==> config.mk <==
export PLATFORM = sky130hd
export DESIGN_NAME = flag_save_stack
export DESIGN_NICKNAME = d
export VERILOG_FILES = /design/src/rtl/flag_save_stack_pkg.sv /design/src/rtl/flag_lifo_mem.sv /design/src/rtl/flag_save_stack.sv
export SDC_FILE = /design/constraint.sdc
export NUM_CORES = 1
export LEC_CHECK = 0
export ABC_AREA = 0
export BUFFER_PORTS_ARGS = -buffer_cell sky130_fd_sc_hd__buf_4
export CORE_MARGIN = 5
export CORE_UTILIZATION = 53
export CTS_CLUSTER_SIZE = 12
export DETAILED_ROUTE_END_ITERATION = 8
export PLACE_DENSITY = 0.77
export RECOVER_POWER = 100
export SLEW_MARGIN = 20
export SYNTH_ARGS = -nofsm -noshare
export SYNTH_HDL_FRONTEND = slang
export SYNTH_SLANG_ARGS = --single-unit
==> constraint.sdc <==
create_clock -name clk -period 2.42 [get_ports clk]
set_clock_uncertainty 0.2 [all_clocks]
set_input_delay 0.242 -clock clk [delete_from_list [all_inputs] [get_ports clk]]
set_output_delay 0.242 -clock clk [all_outputs]
set_load 0.02 [all_outputs]
==> src/rtl/flag_save_stack_pkg.sv <==
// Shared definitions for the flag save stack: flag bit positions,
// status-register flag-op codes and the controller state encoding.
package flag_save_stack_pkg;

    // Flag bit positions within the flag vector
    localparam int unsigned FLAG_Z = 0;
    localparam int unsigned FLAG_N = 1;
    localparam int unsigned FLAG_C = 2;
    localparam int unsigned FLAG_D = 3;

    // Default geometry
    localparam int unsigned FLAG_W_DEF = 4;
    localparam int unsigned DEPTH_DEF  = 4;

    // Flag-op codes understood by the status register's flag control
    localparam logic [1:0] OP_UPDATE  = 2'b00;
    localparam logic [1:0] OP_CLR_C   = 2'b01;
    localparam logic [1:0] OP_RESTORE = 2'b10;
    localparam logic [1:0] OP_SET_C   = 2'b11;

    // Controller states
    typedef enum logic {
        ST_IDLE    = 1'b0,
        ST_RESTORE = 1'b1
    } state_e;

endpackage

==> src/rtl/flag_lifo_mem.sv <==
// Storage array for the flag save stack.
// Ports:
//   clk       - system clock, rising edge
//   i_we      - write enable
//   i_waddr   - write index
//   i_wdata   - flag vector to store
//   i_raddr   - read index
//   o_rdata   - flag vector at i_raddr (combinational read)
module flag_lifo_mem #(
    parameter int unsigned FLAG_W = 4,
    parameter int unsigned DEPTH  = 4,
    parameter int unsigned ADDR_W = 2
) (
    input  logic              clk,
    input  logic              i_we,
    input  logic [ADDR_W-1:0] i_waddr,
    input  logic [FLAG_W-1:0] i_wdata,
    input  logic [ADDR_W-1:0] i_raddr,
    output logic [FLAG_W-1:0] o_rdata
);

    logic [FLAG_W-1:0] r_mem [DEPTH];

    // Contents are don't-care after reset, so the array carries no reset
    always_ff @(posedge clk) begin
        if (i_we) begin
            r_mem[i_waddr] <= i_wdata;
        end
    end

    assign o_rdata = r_mem[i_raddr];

endmodule

==> src/rtl/flag_save_stack.sv <==
// LIFO of status flags saved on interrupt entry and restored on RTI.
// A restore drives saved_flags with flag_op=RESTORE for one cycle.
// Ports:
//   clk, reset        - clock, async active-high reset
//   stall             - freeze all state, ignore requests
//   save_req          - push cur_flags
//   restore_req       - pop top entry and strobe it out
//   cur_flags         - live flags from the status register
//   saved_flags       - registered value being restored
//   flag_op           - RESTORE while restore_valid, else UPDATE
//   restore_valid     - status register loads saved_flags this cycle
//   depth_cnt         - number of stored entries
//   full, empty       - depth_cnt at DEPTH / zero
//   overflow_err      - sticky, save while full
//   underflow_err     - sticky, restore while empty
module flag_save_stack
    import flag_save_stack_pkg::*;
#(
    parameter int unsigned FLAG_W = FLAG_W_DEF,
    parameter int unsigned DEPTH  = DEPTH_DEF
) (
    input  logic                   clk,
    input  logic                   reset,
    input  logic                   stall,
    input  logic                   save_req,
    input  logic                   restore_req,
    input  logic [FLAG_W-1:0]      cur_flags,
    output logic [FLAG_W-1:0]      saved_flags,
    output logic [1:0]             flag_op,
    output logic                   restore_valid,
    output logic [$clog2(DEPTH):0] depth_cnt,
    output logic                   full,
    output logic                   empty,
    output logic                   overflow_err,
    output logic                   underflow_err
);

    localparam int unsigned ADDR_W  = $clog2(DEPTH);
    localparam int unsigned DEPTH_W = ADDR_W + 1;

    state_e             r_state;
    state_e             w_state_nxt;
    logic [DEPTH_W-1:0] r_depth;
    logic [DEPTH_W-1:0] w_depth_nxt;
    logic               r_pending;
    logic               w_pending_nxt;
    logic [FLAG_W-1:0]  r_saved;
    logic [FLAG_W-1:0]  w_saved_nxt;
    logic               r_ovf;
    logic               w_ovf_nxt;
    logic               r_unf;
    logic               w_unf_nxt;

    logic               w_full;
    logic               w_empty;
    logic               w_we;
    logic [ADDR_W-1:0]  w_waddr;
    logic [ADDR_W-1:0]  w_raddr;
    logic [FLAG_W-1:0]  w_rdata;

    assign w_full  = (r_depth == DEPTH_W'(DEPTH));
    assign w_empty = (r_depth == '0);
    // Push lands at the first free slot; in RESTORE that is the slot just popped
    assign w_waddr = ADDR_W'(r_depth);
    assign w_raddr = ADDR_W'(r_depth - DEPTH_W'(1));

    flag_lifo_mem #(
        .FLAG_W (FLAG_W),
        .DEPTH  (DEPTH),
        .ADDR_W (ADDR_W)
    ) u_mem (
        .clk     (clk),
        .i_we    (w_we),
        .i_waddr (w_waddr),
        .i_wdata (cur_flags),
        .i_raddr (w_raddr),
        .o_rdata (w_rdata)
    );

    // State register
    always_ff @(posedge clk or posedge reset) begin
        if (reset) begin
            r_state   <= ST_IDLE;
            r_depth   <= '0;
            r_pending <= 1'b0;
            r_saved   <= '0;
            r_ovf     <= 1'b0;
            r_unf     <= 1'b0;
        end else begin
            r_state   <= w_state_nxt;
            r_depth   <= w_depth_nxt;
            r_pending <= w_pending_nxt;
            r_saved   <= w_saved_nxt;
            r_ovf     <= w_ovf_nxt;
            r_unf     <= w_unf_nxt;
        end
    end

    // Next-state and stack control
    always_comb begin
        w_state_nxt   = r_state;
        w_depth_nxt   = r_depth;
        w_pending_nxt = r_pending;
        w_saved_nxt   = r_saved;
        w_ovf_nxt     = r_ovf;
        w_unf_nxt     = r_unf;
        w_we          = 1'b0;

        if (!stall) begin
            case (r_state)
                ST_IDLE: begin
                    if (save_req) begin
                        // Save has priority; a coincident restore is deferred
                        if (!w_full) begin
                            w_we        = 1'b1;
                            w_depth_nxt = r_depth + DEPTH_W'(1);
                        end else begin
                            w_ovf_nxt = 1'b1;
                        end
                        if (restore_req) begin
                            w_pending_nxt = 1'b1;
                        end
                    end else if (restore_req || r_pending) begin
                        w_pending_nxt = 1'b0;
                        if (!w_empty) begin
                            w_saved_nxt = w_rdata;
                            w_depth_nxt = r_depth - DEPTH_W'(1);
                            w_state_nxt = ST_RESTORE;
                        end else begin
                            w_unf_nxt = 1'b1;
                        end
                    end
                end
                ST_RESTORE: begin
                    w_state_nxt = ST_IDLE;
                    if (save_req) begin
                        if (!w_full) begin
                            w_we        = 1'b1;
                            w_depth_nxt = r_depth + DEPTH_W'(1);
                        end else begin
                            w_ovf_nxt = 1'b1;
                        end
                    end
                    if (restore_req) begin
                        w_pending_nxt = 1'b1;
                    end
                end
                default: begin
                    w_state_nxt = ST_IDLE;
                end
            endcase
        end
    end

    // Outputs decoded from registered state only
    assign saved_flags   = r_saved;
    assign restore_valid = (r_state == ST_RESTORE);
    assign flag_op       = (r_state == ST_RESTORE) ? OP_RESTORE : OP_UPDATE;
    assign depth_cnt     = r_depth;
    assign full          = w_full;
    assign empty         = w_empty;
    assign overflow_err  = r_ovf;
    assign underflow_err = r_unf;

endmodule

==> metrics.txt, run 1 <==
status finished clean; hold path start restore_req; Pins Over Slew Limit 0; hold depth 3; sequential area share after synthesis 59.7%; GR Layer Usage met2 24.4%; # DRC 0; final net count 133; Final setup violation count 0; FILL cells 197; vias in the first global route 813; Avg WL per Cell 16.1 um; gr ovfl total 0; clk_lat worst skew 0.31 ns; Reg2Reg Setup Slack 0.31 ns; Initial DRT Pass Iterations 4; Setup CP Type flip-flop to flip-flop; TritonCTS clock tree yes; Post-Syn Nets 105; Vias 784; layout cells sized above 1 15.4%; crit-path cells inv_1, ha_1, nand2_1, inv_1, nor2_1, and2_0; core area 0.00225 mm2; slowest stage delay, CP 0.45 ns; Distinct cells, synth 29; CTS buffer count 3; Synth Instances 90; Boundary Pins 23; DR iter-0 viols 10; Die Height 58.9 um; gr busiest metal met2; top_reg_cell synth edfxtp_1; Async SR Flop Fraction 40.7%; TNS Setup 0 ns; final core occ 64.4%; Synth top area share 38.0%; P_leak 0.567 nW; met3 GRT Util 2.41%; Min-Delay Path Class input pin to flip-flop; unrepaired setup endpoints after global routing false; top cells by area, synth edfxtp_1 38%, dfrtp_1 22%, mux4_2 7.1%; cell mode on critical path inv_1; final hold vios 0; HPWL after detailed placement 1770 um; final WL 2340 um; Root Buffer clkbuf_4; CP Data Arrival Time 1.92 ns; synthesis-stage register bit count 27; Critical Path End Type flip-flop; port bufs 21; H-tree Lvls 1; Via-to-Cell Ratio 5.41; largest net degree at the start of global routing 16; Die ar. 0.00346 mm2; GPL Wtd Cong 0.868; Clock transition at path regs 0.14 ns; synthesized area per cell 14.1 um2; PD cells 1030 mW/mm2; VDD IR-drop max 0.876 mV; crit path launch type flip-flop; die span in x 58.9 um; Max-Cap Viols 0; clk buf depth 2; starting density of the core 56.1%; Tcrit/Tclk final 87.3%; Gate power share 44.6%; total track usage 14.3%; placed inst area 0.00142 mm2; first-pass GRT wire length 3720 um; diode count 0; dpl cells 134; met1 Use GR 18.1%; slowest CP cell dfrtp_1; Design Area, Final 0.00145 mm2; CP startpoint depth_cnt[1]$_DFFE_PP0P_; clock sinks 27; Net Sw Power 578 uW; Syn. warnings 0; critical-path maximum fanout 5; Fmax 0.473 GHz; Final ANT Viol Nets 0; cell depth of the worst setup path 6; RR Startpoint depth_cnt[1]$_DFFE_PP0P_; Tmin final 2.11 ns; Internal 924 uW; top-count cell post-synth edfxtp_1; Post-synth EDFFs 16; delay-heaviest family, CP simple AND/OR/NAND/NOR gates; Final Non-Filler Cells 145; Net Sw Frac 38.5%; Worst EP required 2.23 ns; clock share of power 12.6%; path depth of the worst reg2reg path 6; P&R area growth vs syn 14.8%; most frequent cells after synthesis 16 x edfxtp_1, 11 x dfrtp_1, 7 x inv_1; area leader, netlist edfxtp_1; Mapped Area 0.00126 mm2; Flop pwr share 42.8%; FP Rows 17; Buf/Inv on CP 2; initial antenna violation count 0
[layout make-up]
class                   instances  area (um2)  share of cell area [%]
repair buffers                 29         168                    11.5
flip-flops and latches         27         756                    52.0
clock buffers                   3        22.5                    1.55
inverters                       7        26.3                    1.81
well taps                      28        35.0                    2.41
multi-input cells              50         440                    30.3
clock inverters                 1        5.00                   0.345
[metrics by stage]
stage               power [mW]  setup slack (ns)  hold slack (ns)
floorplan                 1.16             0.167           -0.106
global placement          1.37             0.471           0.0622
detailed placement        1.39             0.377           0.0866
CTS                       1.59             0.366          0.00226
global route              1.59             0.143           0.0141
finish                    1.50             0.307           0.0153
[metal layers]
| metal | part of all wire (%) | up-vias | wire (um) |
|---|---|---|---|
| met5 | 0 | - | 0 |
| met4 | 0.73 | 0 | 17 |
| met3 | 5.2 | 2 | 122 |
| met2 | 49 | 17 | 1160 |
| met1 | 45 | 387 | 1040 |
| li1 | - | 378 | - |
[registers in the layout (all words and copies together) (netlist names)]
register and cells:
restore_valid 1, u_mem.r_mem 16, saved_flags 4, depth_cnt 3, underflow_err 1, r_pending 1
overflow_err 1
[what timing repair did]
action | 4_1_cts | 5_1_grt
endpoints found under the hold margin | 28 | 0
buffers inserted | 0 | 0
resized for setup | 0 | 0
hold buffers | 7 | 0
[power groups by stage]
stage                     registers, mW  logic [mW]  clock network (mW)
after floorplan                   0.732       0.425                   0
final                             0.643       0.670               0.189
after detailed placement          0.657       0.736                   0
after global placement            0.649       0.716                   0
after CTS                         0.646       0.747               0.195
after global routing              0.656       0.722               0.217
[layout by cell type, fill, tap and decap left out, drive strengths merged]
cell and count:
clkbuf 22, edfxtp 16, dfrtp 11, inv 7, dlygate4sd3 7, ha 6
a21oi 5, mux4 4, mux2 4, and2 4, nor2 3, nand2 3
nor3 3, o21ai 3, buf 3, o21bai 2, o41ai 2, nor4 1
o21ba 1, nand2b 1, nand3 1, o211a 1, a211oi 1, xnor2 1
a31oi 1, a22o 1, a21o 1, conb 1, clkinv 1
[kinds of logic (layout without fill, tap and decap cells)]
| kind of cell | count (synthesis) | after routing | share of synthesized area (%) |
|---|---|---|---|
| flip-flops | 27 | 27 | 59.7 |
| AO/OA/AOI/OAI | 18 | 18 | 9.69 |
| AND/OR/NAND/NOR | 16 | 16 | 7.52 |
| buffers and inverters | 13 | 40 | 5.44 |
| multiplexers | 8 | 8 | 10.7 |
| adder cells (fa/ha/maj) | 6 | 6 | 5.93 |
| other | 1 | 1 | 0.296 |
| XOR/XNOR | 1 | 1 | 0.693 |
[worst reg2reg max path: cells and delay by family (launching register included)]
family / cells / cell delay [ns]
adders and majority gates: 1 / 0.23
buffers and inverters: 2 / 0.21
DFF: 1 / 0.45
and+or+nand+nor: 3 / 0.71
[final timing paths]
path | to
setup / recovery | u_mem.r_mem[3][1]$_DFFE_PP_
hold / removal | r_pending$_DFFE_PP0P_
setup reg to reg | u_mem.r_mem[3][1]$_DFFE_PP_
hold reg to reg | overflow_err$_DFFE_PP0P_
max in group asynchronous | saved_flags[3]$_DFFE_PP0P_
min in group asynchronous | depth_cnt[2]$_DFFE_PP0P_
(Power assumes the default switching activity.)
==> run 2, diff against run 1 <==
--- a/config.mk
+++ b/config.mk
@@ -11,7 +11,7 @@
 export CORE_UTILIZATION = 53
 export CTS_CLUSTER_SIZE = 12
 export DETAILED_ROUTE_END_ITERATION = 8
-export PLACE_DENSITY = 0.77
+export PLACE_DENSITY = 0.76
 export RECOVER_POWER = 100
 export SLEW_MARGIN = 20
 export SYNTH_ARGS = -nofsm -noshare
==> metrics.txt, run 2 (same netlist as run 1, synthesis figures left out) <==
gr ovfl total 0; FP Rows 17; DR iter-0 viols 26; H-tree Lvls 1; FILL cells 193; port bufs 21; initial antenna violation count 0; Boundary Pins 23; Clock transition at path regs 0.14 ns; status finished clean; layout cells sized above 1 15.3%; Via-to-Cell Ratio 5.33; CTS buffer count 3; largest net degree at the start of global routing 16; Setup CP Type flip-flop to flip-flop; clk buf depth 2; placed inst area 0.00142 mm2; core area 0.00225 mm2; hold path start save_req; Max-Cap Viols 0; slowest CP cell dfrtp_1; P&R area growth vs syn 15.6%; Net Sw Power 570 uW; CP Data Arrival Time 1.91 ns; clock sinks 27; Gate power share 44.1%; crit path launch type flip-flop; max reg flops 16; Root Buffer clkbuf_4; Reg-to-Reg End u_mem.r_mem[2][2]$_DFFE_PP_; vias in the first global route 787; Design Area, Final 0.00146 mm2; final net count 134; die span in x 58.9 um; first-pass GRT wire length 3740 um; hold depth 3; final hold vios 0; Tmin final 2.09 ns; slowest stage delay, CP 0.45 ns; clock share of power 13.1%; critical-path maximum fanout 5; Worst EP required 2.24 ns; Flop pwr share 42.8%; Hold Path End overflow_err$_DFFE_PP0P_; clk_lat worst skew 0.33 ns; RR Startpoint depth_cnt[1]$_DFFE_PP0P_; cell mode on critical path inv_1; VDD IR-drop max 0.691 mV; dpl cells 134; P_leak 0.572 nW; TNS Setup 0 ns; # DRC 0; TritonCTS clock tree yes; Final ANT Viol Nets 0; GPL Wtd Cong 0.780; commonest non-fill, non-tap cell in the layout clkbuf_1; Final Non-Filler Cells 146; Biggest register u_mem.r_mem; Tcrit/Tclk final 86.4%; Vias 778; HPWL after detailed placement 1700 um; final WL 2320 um; most frequent cells in the layout 18 x clkbuf_1, 16 x edfxtp_1, 11 x dfrtp_1; unrepaired setup endpoints after global routing false; total track usage 15.1%; Min-Delay Path Class input pin to flip-flop; Reg2Reg Setup Slack 0.33 ns; setup bufs post-CTS 0; diode count 0; Initial DRT Pass Iterations 4; starting density of the core 56.1%; Net Sw Frac 38.1%; crit-path cells inv_1, ha_1, nand2_1, inv_1, nor2_1, and2_0; Die ar. 0.00346 mm2; Die Height 58.9 um; Critical Path End Type flip-flop; path depth of the worst reg2reg path 6; Pins Over Slew Limit 0; PD cells 1020 mW/mm2; Internal 925 uW; Fmax 0.478 GHz; Final setup violation count 0; Avg WL per Cell 15.9 um
-- run 2: cell types whose count changed in the layout (fill, tap and decap cells not counted) --
cell           before  now
and2_0              4    3
dlygate4sd3_1       7    8
and2_1              0    1
-- run 2: worst max path at each step --
stage | startpoint | endpoint | slack, ns | cells after the start
after floorplan | depth_cnt[0]$_DFFE_PP0P_ | saved_flags[0]$_DFFE_PP0P_ | 0.17 | 6
after global placement | depth_cnt[1]$_DFFE_PP0P_ | u_mem.r_mem[0][1]$_DFFE_PP_ | 0.46 | 6
after detailed placement | depth_cnt[1]$_DFFE_PP0P_ | saved_flags[3]$_DFFE_PP0P_ | 0.41 | 5
after CTS | depth_cnt[1]$_DFFE_PP0P_ | u_mem.r_mem[1][2]$_DFFE_PP_ | 0.37 | 6
after global routing | depth_cnt[1]$_DFFE_PP0P_ | u_mem.r_mem[3][0]$_DFFE_PP_ | 0.19 | 6
final | depth_cnt[1]$_DFFE_PP0P_ | u_mem.r_mem[2][2]$_DFFE_PP_ | 0.33 | 6
-- run 2: critical path, delay by kind of cell (launching register included) --
family	cells	cell delay, ns
simple gates	3	0.70
fa+ha+maj	1	0.24
flops	1	0.45
buf+inv	2	0.21
-- run 2: per-stage QoR --
step / util [%] / total power [mW] / setup slack [ns] / hold WS [ns]
detailed placement: 63.1 / 1.38 / 0.413 / 0.0711
finish: 64.9 / 1.50 / 0.328 / 0.0412
global route: 64.9 / 1.60 / 0.189 / 0.0393
floorplan: - / 1.16 / 0.167 / -0.106
global placement: 63.1 / 1.37 / 0.463 / 0.0612
CTS: 67.9 / 1.59 / 0.374 / 0.0269
-- run 2: power by group through the flow --
stage	registers (mW)	clock network, mW	logic, mW
after CTS	0.643	0.202	0.742
after detailed placement	0.654	0	0.731
after global routing	0.652	0.225	0.726
final	0.640	0.195	0.660
after global placement	0.649	0	0.719
after floorplan	0.732	0	0.425
-- run 2: layout make-up --
cell class,count,area [um2],area share (%)
clock buffer,3,22.5,1.54
clock inverter,1,5.00,0.342
multi-input combinational,50,440,30.1
timing repair buffer,30,178,12.1
inverter,7,26.3,1.80
sequential,27,756,51.7
tap,28,35.0,2.40
-- run 2: per-layer routing --
layer	vias up	routed length, um	global-route usage, %
li1	384	-	-
met1	370	1030	20.0
met2	19	1130	23.0
met3	5	100	2.85
met4	0	59	8.74
met5	-	0	0
-- run 2: what timing repair did --
| action | CTS | global route |
|---|---|---|
| resized for setup | 0 | 0 |
| hold buffers | 8 | 0 |
| endpoints found under the hold margin | 30 | 0 |
